--- src/rtl/api_define.sv ---
// Shared definitions for the API bus master: register map, STATE word layout,
// FSM encoding and the TX credit helper.
package api_define;

  localparam logic [5:0] ADR_TXFIFO  = 6'h00;
  localparam logic [5:0] ADR_RXFIFO  = 6'h04;
  localparam logic [5:0] ADR_STATE   = 6'h08;
  localparam logic [5:0] ADR_TIMEOUT = 6'h0c;
  localparam logic [5:0] ADR_SCK     = 6'h10;

  localparam logic [31:0] FLUSH_WORD = 32'h0000_0002;

  typedef struct packed {
    logic [2:0] rsv_hi;
    logic [8:0] rxcnt;
    logic [2:0] rsv_mid;
    logic       rxempty;
    logic [2:0] reg_state;
    logic       rsv_lo;
    logic [9:0] txcnt;
    logic       flush;
    logic       txfull;
  } state_word_t;

  typedef enum logic [2:0] {
    S_IDLE, S_CFG_TO, S_CFG_SCK, S_FLUSH, S_POLL, S_RX, S_TX, S_GAP
  } fsm_t;

  // Free TXFIFO slots; clamps to zero if the slave reports more than depth.
  function automatic logic [9:0] calc_tx_credit(input state_word_t sw,
                                                input int unsigned depth);
    logic [10:0] d;
    d = 11'(depth);
    if (sw.txfull || ({1'b0, sw.txcnt} >= d)) return '0;
    return 10'(d - {1'b0, sw.txcnt});
  endfunction

endpackage

--- src/rtl/api_master_watchdog.sv ---
// ACK-timeout counter: armed on each bus issue, disarmed on termination,
// flags expiry on the last allowed STB cycle.
module api_master_watchdog #(
  parameter int TIMEOUT = 15
) (
  input  logic clk,
  input  logic rst,
  input  logic start,
  input  logic clear,
  output logic expired
);

  localparam int CW = $clog2(TIMEOUT + 1);

  logic          run;
  logic [CW-1:0] cnt;

  assign expired = run && (cnt == CW'(TIMEOUT - 1));

  always_ff @(posedge clk) begin
    if (rst || clear) begin
      run <= 1'b0;
      cnt <= '0;
    end else if (start) begin
      run <= 1'b1;
      cnt <= '0;
    end else if (run) begin
      if (expired) run <= 1'b0;
      else         cnt <= cnt + 1'b1;
    end
  end

endmodule

--- src/rtl/api_master.sv ---
// Wishbone initiator feeding the API register block: pushes work into TXFIFO,
// drains RXFIFO into the nonce stream, and issues config/flush writes.
module api_master
  import api_define::*;
#(
  parameter int TX_DEPTH    = 512,
  parameter int ACK_TIMEOUT = 15,
  parameter int POLL_GAP    = 4
) (
  input  logic        clk,
  input  logic        rst,
  output logic        API_CYC_O,
  output logic        API_STB_O,
  output logic        API_WE_O,
  output logic [5:0]  API_ADR_O,
  output logic [31:0] API_DAT_O,
  output logic [3:0]  API_SEL_O,
  output logic [2:0]  API_CTI_O,
  output logic [1:0]  API_BTE_O,
  output logic        API_LOCK_O,
  input  logic        API_ACK_I,
  input  logic        API_ERR_I,
  input  logic        API_RTY_I,
  input  logic [31:0] API_DAT_I,
  input  logic        work_valid,
  output logic        work_ready,
  input  logic [31:0] work_data,
  output logic        nonce_valid,
  input  logic        nonce_ready,
  output logic [31:0] nonce_data,
  input  logic        cfg_req,
  input  logic [24:0] cfg_timeout,
  input  logic [31:0] cfg_sck,
  input  logic        flush_req,
  output logic        bus_err,
  output logic [31:0] api_state
);

  fsm_t        state;
  logic        wait_ph;
  logic        stb;
  logic        we;
  logic [5:0]  adr;
  logic [31:0] dat_o;
  logic [8:0]  rx_credit;
  logic [9:0]  tx_credit;
  logic        consumed;
  logic        flush_pend;
  logic        cfg_pend;
  logic [24:0] cfg_to_q;
  logic [31:0] cfg_sck_q;
  logic [7:0]  gap_cnt;
  logic        rx_go, tx_go, issue, term, wd_expired;
  state_word_t rd_sw;
  logic        unused_rty;

  assign unused_rty = API_RTY_I;
  assign rd_sw      = state_word_t'(API_DAT_I);

  assign API_CYC_O  = stb;
  assign API_STB_O  = stb;
  assign API_WE_O   = we;
  assign API_ADR_O  = adr;
  assign API_DAT_O  = dat_o;
  assign API_SEL_O  = 4'hf;
  assign API_CTI_O  = 3'b000;
  assign API_BTE_O  = 2'b00;
  assign API_LOCK_O = 1'b0;

  always_comb begin
    term  = wait_ph && (API_ACK_I || API_ERR_I);
    rx_go = (state == S_RX) && !wait_ph && (rx_credit != '0) && !nonce_valid;
    tx_go = (state == S_TX) && !wait_ph && (tx_credit != '0) && work_valid;
    issue = rx_go || tx_go ||
            (!wait_ph && (state inside {S_CFG_TO, S_CFG_SCK, S_FLUSH, S_POLL}));
  end

  // Ready is only offered in the TX issue cycle, so the word lands in DAT_O.
  assign work_ready = tx_go && !rst;

  api_master_watchdog #(.TIMEOUT(ACK_TIMEOUT)) u_wd (
    .clk     (clk),
    .rst     (rst),
    .start   (issue),
    .clear   (term),
    .expired (wd_expired)
  );

  always_ff @(posedge clk) begin
    if (rst) begin
      state       <= S_IDLE;
      wait_ph     <= 1'b0;
      stb         <= 1'b0;
      we          <= 1'b0;
      adr         <= '0;
      dat_o       <= '0;
      rx_credit   <= '0;
      tx_credit   <= '0;
      consumed    <= 1'b0;
      flush_pend  <= 1'b0;
      cfg_pend    <= 1'b0;
      cfg_to_q    <= '0;
      cfg_sck_q   <= '0;
      gap_cnt     <= '0;
      nonce_valid <= 1'b0;
      nonce_data  <= '0;
      bus_err     <= 1'b0;
      api_state   <= '0;
    end else begin
      if (flush_req) flush_pend <= 1'b1;
      if (cfg_req) begin
        cfg_pend  <= 1'b1;
        cfg_to_q  <= cfg_timeout;
        cfg_sck_q <= cfg_sck;
      end
      if (nonce_valid && nonce_ready) nonce_valid <= 1'b0;

      if (wait_ph) begin
        if (term) begin
          stb     <= 1'b0;
          wait_ph <= 1'b0;
          if (API_ERR_I) bus_err <= 1'b1;
          case (state)
            S_CFG_TO:  state <= S_CFG_SCK;
            S_CFG_SCK: state <= S_IDLE;
            S_FLUSH:   state <= S_POLL;
            S_POLL: begin
              state <= S_RX;
              if (API_ERR_I) begin
                rx_credit <= '0;
                tx_credit <= '0;
              end else begin
                api_state <= API_DAT_I;
                rx_credit <= rd_sw.rxcnt;
                tx_credit <= calc_tx_credit(rd_sw, TX_DEPTH);
              end
            end
            S_RX: begin
              rx_credit <= rx_credit - 1'b1;
              consumed  <= 1'b1;
              if (!API_ERR_I) begin
                nonce_data  <= API_DAT_I;
                nonce_valid <= 1'b1;
              end
            end
            S_TX: begin
              tx_credit <= tx_credit - 1'b1;
              consumed  <= 1'b1;
            end
            default: state <= S_IDLE;
          endcase
        end else if (wd_expired) begin
          stb     <= 1'b0;
          wait_ph <= 1'b0;
          bus_err <= 1'b1;
          state   <= S_IDLE;
        end
      end else begin
        case (state)
          S_IDLE: begin
            // A request landing in the dispatch cycle stays pending for later.
            if (flush_pend) begin
              state      <= S_FLUSH;
              flush_pend <= flush_req;
            end else if (cfg_pend) begin
              state    <= S_CFG_TO;
              cfg_pend <= cfg_req;
            end else begin
              state <= S_POLL;
            end
          end
          S_CFG_TO: begin
            stb <= 1'b1; wait_ph <= 1'b1; we <= 1'b1;
            adr   <= ADR_TIMEOUT;
            dat_o <= {7'b0, cfg_to_q};
          end
          S_CFG_SCK: begin
            stb <= 1'b1; wait_ph <= 1'b1; we <= 1'b1;
            adr   <= ADR_SCK;
            dat_o <= cfg_sck_q;
          end
          S_FLUSH: begin
            stb <= 1'b1; wait_ph <= 1'b1; we <= 1'b1;
            adr   <= ADR_STATE;
            dat_o <= FLUSH_WORD;
          end
          S_POLL: begin
            stb <= 1'b1; wait_ph <= 1'b1; we <= 1'b0;
            adr      <= ADR_STATE;
            consumed <= 1'b0;
          end
          S_RX: begin
            if (rx_credit == '0) begin
              state <= S_TX;
            end else if (rx_go) begin
              stb <= 1'b1; wait_ph <= 1'b1; we <= 1'b0;
              adr <= ADR_RXFIFO;
            end
          end
          S_TX: begin
            if (tx_go) begin
              stb <= 1'b1; wait_ph <= 1'b1; we <= 1'b1;
              adr   <= ADR_TXFIFO;
              dat_o <= work_data;
            end else if (consumed) begin
              state <= S_IDLE;
            end else begin
              state   <= S_GAP;
              gap_cnt <= '0;
            end
          end
          S_GAP: begin
            if (gap_cnt == 8'(POLL_GAP - 1)) state <= S_IDLE;
            else                             gap_cnt <= gap_cnt + 1'b1;
          end
          default: state <= S_IDLE;
        endcase
      end
    end
  end

endmodule

--- config.mk ---
export PLATFORM = sky130hd
export DESIGN_NAME = api_master
export DESIGN_NICKNAME = d
export VERILOG_FILES = /design/src/rtl/api_define.sv /design/src/rtl/api_master_watchdog.sv /design/src/rtl/api_master.sv
export SDC_FILE = /design/constraint.sdc
export NUM_CORES = 1
export LEC_CHECK = 0
export CAP_MARGIN = 20
export CORE_UTILIZATION = 52
export DETAILED_ROUTE_END_ITERATION = 10
export GPL_ROUTABILITY_DRIVEN = 0
export PLACE_DENSITY = 0.91
export SYNTH_ARGS = -nofsm -noshare
export SYNTH_HDL_FRONTEND = slang
export SYNTH_HIERARCHICAL = 1
export SYNTH_SLANG_ARGS = --single-unit
--- constraint.sdc ---
create_clock -name clk -period 5.35 [get_ports clk]
set_input_delay 1.3375 -clock clk [delete_from_list [all_inputs] [get_ports clk]]
set_output_delay 1.3375 -clock clk [all_outputs]
set_load 0.01 [all_outputs]
; Yosys cells after proc, flatten, opt, wreduce, memory -nomap -nowiden
; Cells that the tools add are included.
[op_classes]
reduce_logical = 52
shift = 0
addsub = 5
bitwise_logic = 3
muxes = 73
eq_ne = 26
n_lt_le_gt_ge = 1
n_div = 0
multipliers = 0
[ops]
columns = operator, n
row1 = $pmux W32 S4, 1
row2 = $mux W1, 43
row3 = $mux W32, 1
row4 = $mux W10, 3
row5 = $pmux W6 S5, 1
row6 = $mux W3, 9
row7 = $mux W8, 3
row8 = $pmux W3 S4, 2
row9 = $pmux W10 S2, 1
row10 = $reduce_and A5 Y1, 4
row11 = $mux W6, 3
row12 = $ne A3 B3 Y1 const B, 6
row13 = $pmux W9 S2, 1
row14 = $ne A2 B2 Y1 const B, 8
row15 = $pmux W8 S2, 1
row16 = $reduce_bool A4 Y1, 4
row17 = $reduce_and A3 Y1, 5
row18 = $eq A3 B3 Y1 const B, 4
row19 = $logic_and A1 B1 Y1, 11
row20 = $ge A10 B10 Y1 const B, 1
row21 = $reduce_bool A10 Y1, 1
row22 = $reduce_bool A2 Y1, 5
row23 = $reduce_bool A5 Y1, 2
row24 = $sub A10 B1 Y10 const B, 1
row25 = other kinds (26), 39
[totals]
register_bits = 202
mem_count = 0
ramBits = 0
wordCells = 180
latch_bits = 0
input_bits = 130
rom_bits = 0
out_inout_bits = 118

; Depth between registers and ports, before layout
[depth]
depth_word = 11
mapped_depth = 10
mapped_depth_nobuf = 9

; Modules after synthesis
; The synthesis kept the hierarchy.
[by_module_without_submodules]
columns = mod, cells_per_inst, seq_area_each_um2, instances, area_per_inst_um2
row1 = api_master, 1018, 3883.7, 1, 8602.0
row2 = api_master_watchdog, 28, 100.1, 1, 259.0

; Worst setup path before layout
; Ideal clock, no wire load.
[synth_path]
path_type = in2out
startpoint = input port rst
endpoint = output port work_ready
path_stages = 3
arrival_time_ns = 2.003
setup_slack_ns = 2.010
path_buffers = 2
required_time_ns = 4.013
cell_sequence = clkbuf_1 > clkbuf_1 > nor3_1
[synth_between]
elab_chain_len = 2
[synth_rtl]
columns = element, line_no
row1 = "start, declared", api_master.sv:11  ; input logic rst,
row2 = $logic_not A1 Y1, api_master.sv:79  ; assign work_ready = tx_go && !rst;
row3 = $logic_and A1 B1 Y1, api_master.sv:79
row4 = "end, declared", api_master.sv:26  ; output logic work_ready,
; No other way between the ends.

; Final worst setup path
[layout_path]
startpoint = input port work_valid
endpoint = output port work_ready
[layout_between]
elab_chain_len = 2
[layout_rtl]
columns = element, line_no
row1 = "start, declared", api_master.sv:25  ; input logic work_valid,
row2 = $logic_and A1 B1 Y1, api_master.sv:73  ; tx_go = (state == S_TX) && !wait_ph && (tx_credit != '0) && work_valid;
row3 = $logic_and A1 B1 Y1, api_master.sv:79
; No other way between the ends.

==> run summary <==
outcome - completed
GRT Total Usage - 0.285
critical path, cell by cell - clkdlybuf4s50_1 > o31ai_2 > nor3_1 > clkdlybuf4s50_1
Post-Layout Cell Count - 1460
Core ar. - 16600 um2
drt first pass iters - 5
EDFF count, synth - 0
RSZ-0062 raised after global routing - no
Antenna Nets Post-Route - 0
normalized max-slew margin - 0.262
CTS max path bufs - 2
max-cap violations - 0
post-synthesis simple-gate area fraction - 0.185
fraction of layout cells with a size suffix above 1 - 0.0540
Die ar. - 17600 um2
row count - 47
Sum Neg Setup Slack - 0 ps
minimum clock period - 4160 ps
Hold Path Class - flip-flop to flip-flop
Yosys cell types - 72
main combinational cell family by area after synthesis - compound AO/OA/AOI/OAI gates
Num Clock Sinks - 199
final worst-path cycle share - 0.778
final net count - 1365
CP max-delay cell - clkdlybuf4s50_1
fmax - 240 MHz
crit-path max FO - 5
Post-Synth XOR/XNOR Area - 0.00791
register area share after synthesis - 0.450
WL per Instance - 17.3 um
HPWL after DPL - 16400 um
Post-DP Area - 11200 um2
Starting Density - 0.534
setup ws final - 1190 ps
WS Path Type - input pin to output port
via count - 8515
final setup fails - 0
complex-gate fraction of the synthesized area - 0.198
max incr delay on CP - 610 ps
Clock Skew - 9.23 ps
Clock Latency Late Sink - 440 ps
Clk pin slew, worst setup/hold paths - 70 ps
port bufs - 233
vias in the first global route - 8131
htree depth - 4
final hold violations - 0
Design Power - 4.70 mW
Syn Area/Cell - 8.47 um2
iteration-0 DRC count of the detailed router - 759
post-CTS resize count - 0
ys async rst share - 0
gr ovfl total - 0
clock root cell - clkbuf_16
max-slew violation count - 0
first-pass GRT wire length - 40500 um
crit path capture type - output port
Leak Pwr - 4.29 nW
startpoint types - input pin
DIE HEIGHT - 133 um
Worst-Margin Slew - 1110 ps
final wirelength - 25300 um
initial antenna violation count - 0
Synth Flop Type - dfxtp_1
pin count of the biggest net entering global routing - 104
CTS tree - built
worst reg2reg setup slack - 1690 ps
TritonCTS buffer count - 17
fillers - 1254
YS warnings - 6
IO Count - 248
Cell Pwr Density - 399 nW/um2
Post-Synth Adder-Cell Area - 0.0113
Final Cell Area - 11800 um2
drc violations - 0
crit-path most repeated cell - clkdlybuf4s50_1
Area Overhead vs Synth - 33.0%
Setup WS pre-CTS - 1200 ps
CTS Hold Bufs - 0
VDD IR max - 0.341 mV
mux share of post-synthesis cell area - 0.0905
Critical Path RT - 4010 ps
Post-Syn Instances - 1046
Die W - 133 um
Via density - 5.83
Synth Register Bits - 199
Critical Path AT - 2820 ps
placed insts - 1428
Syn Std Cell Area - 8860 um2
Post-CTS Setup Bufs - 0
Ant. Diodes - 0
cell usage after synthesis, drive strengths merged (7+ instances only):
master	n	share of area
o21ai	30	0.017
nand2	160	0.068
nor2	109	0.046
a311oi	14	0.014
a31o	9	0.0089
a21o	11	0.0093
nor3	22	0.013
a222oi	11	0.012
or3	11	0.0095
buf	34	0.023
mux2i	79	0.089
a21oi	127	0.072
a22oi	7	0.0059
clkbuf	58	0.025
a211oi	23	0.021
or4	7	0.0059
inv	20	0.0085
nor4	14	0.011
nand3	17	0.010
dfxtp	199	0.45
ha	8	0.011
sequential cells by signal (all words and copies together), names as in the netlist, 3 cells and up:
signal	count
API_DAT_O	32
api_state	32
cfg_sck_q	32
nonce_data	32
cfg_to_q	25
tx_credit	10
rx_credit	9
gap_cnt	8
u_wd/cnt	4
API_ADR_O	3
state	3
cells in the final DEF, fill, tap and decap left out, drive strengths merged, types with 4 or more instances in the layout:
master | netlist | routed
a31o | 9 | 9
a31oi | 4 | 4
buf | 34 | 12
a222oi | 11 | 11
or4 | 7 | 7
a2bb2oi | 4 | 4
nand3 | 17 | 17
inv | 20 | 25
o22ai | 5 | 5
a21o | 11 | 11
dfxtp | 199 | 199
clkinv | 1 | 4
ha | 8 | 8
mux2i | 79 | 79
nor3 | 22 | 22
clkbuf | 58 | 20
a21oi | 127 | 127
nor4 | 14 | 14
clkdlybuf4s50 | 0 | 231
a22oi | 7 | 7
o21ai | 30 | 30
nand2b | 6 | 6
nand2 | 160 | 160
or3 | 11 | 11
xor2 | 6 | 6
conb | 2 | 13
a311oi | 14 | 14
nor2 | 109 | 109
a211oi | 23 | 23
worst max-delay path: cells and delay by family:
kind | cells | cell delay [ps]
AND/OR/NAND/NOR | 1 | 260
buffers and inverters | 2 | 1100
AO/OA/AOI/OAI | 1 | 120
metal layers:
| layer | GRT usage | vias up | part of all wire |
|---|---|---|---|
| met1 | 0.344 | 4006 | 0.40 |
| met3 | 0.0686 | 69 | 0.079 |
| met4 | 0.151 | 0 | 0.037 |
| li1 | - | 4045 | - |
| met2 | 0.472 | 395 | 0.48 |
| met5 | 0 | - | 0 |
area by class of cell:
type / count / area (um2) / share of cell area
Timing Repair Buffer: 243 / 2410 / 0.204
Clock inverter: 12 / 165 / 0.0140
Inverter: 21 / 78.8 / 0.00669
Tap cell: 220 / 275 / 0.0234
Sequential cell: 199 / 3990 / 0.338
Clock buffer: 20 / 447 / 0.0379
Multi-Input combinational cell: 745 / 4430 / 0.376
path summary, 6_finish.rpt:
kind	depth (start not counted)	end	start
worst max-delay path	4	work_ready	work_valid
worst min-delay path	2	nonce_data[19]	nonce_data[19]
worst max register to register	8	API_DAT_O[16]	state[2]
worst min register to register	2	nonce_data[19]	nonce_data[19]
cell families (layout without fill, tap and decap cells):
family | Yosys count | in the layout
simple gates | 366 | 366
flops | 199 | 199
other cells | 2 | 13
fa+ha+maj | 8 | 8
buf+inv | 113 | 296
mux | 80 | 80
compound gates | 270 | 270
xor+xnor | 8 | 8
where the power goes:
group | leakage, nW | internal [mW] | switching [mW]
clock | 0.299 | 0.759 | 0.584
combinational | 2.37 | 0.655 | 0.953
sequential | 1.62 | 1.63 | 0.125
total | 4.29 | 3.04 | 1.66
through the flow:
stage                     hold slack, ps  utilization
after floorplan                      454            -
after global placement               441        0.674
after detailed placement             445        0.674
after CTS                            456        0.711
after global routing                 472        0.711
final                                453        0.711
No activity file was read; power rests on OpenSTA's default activity.
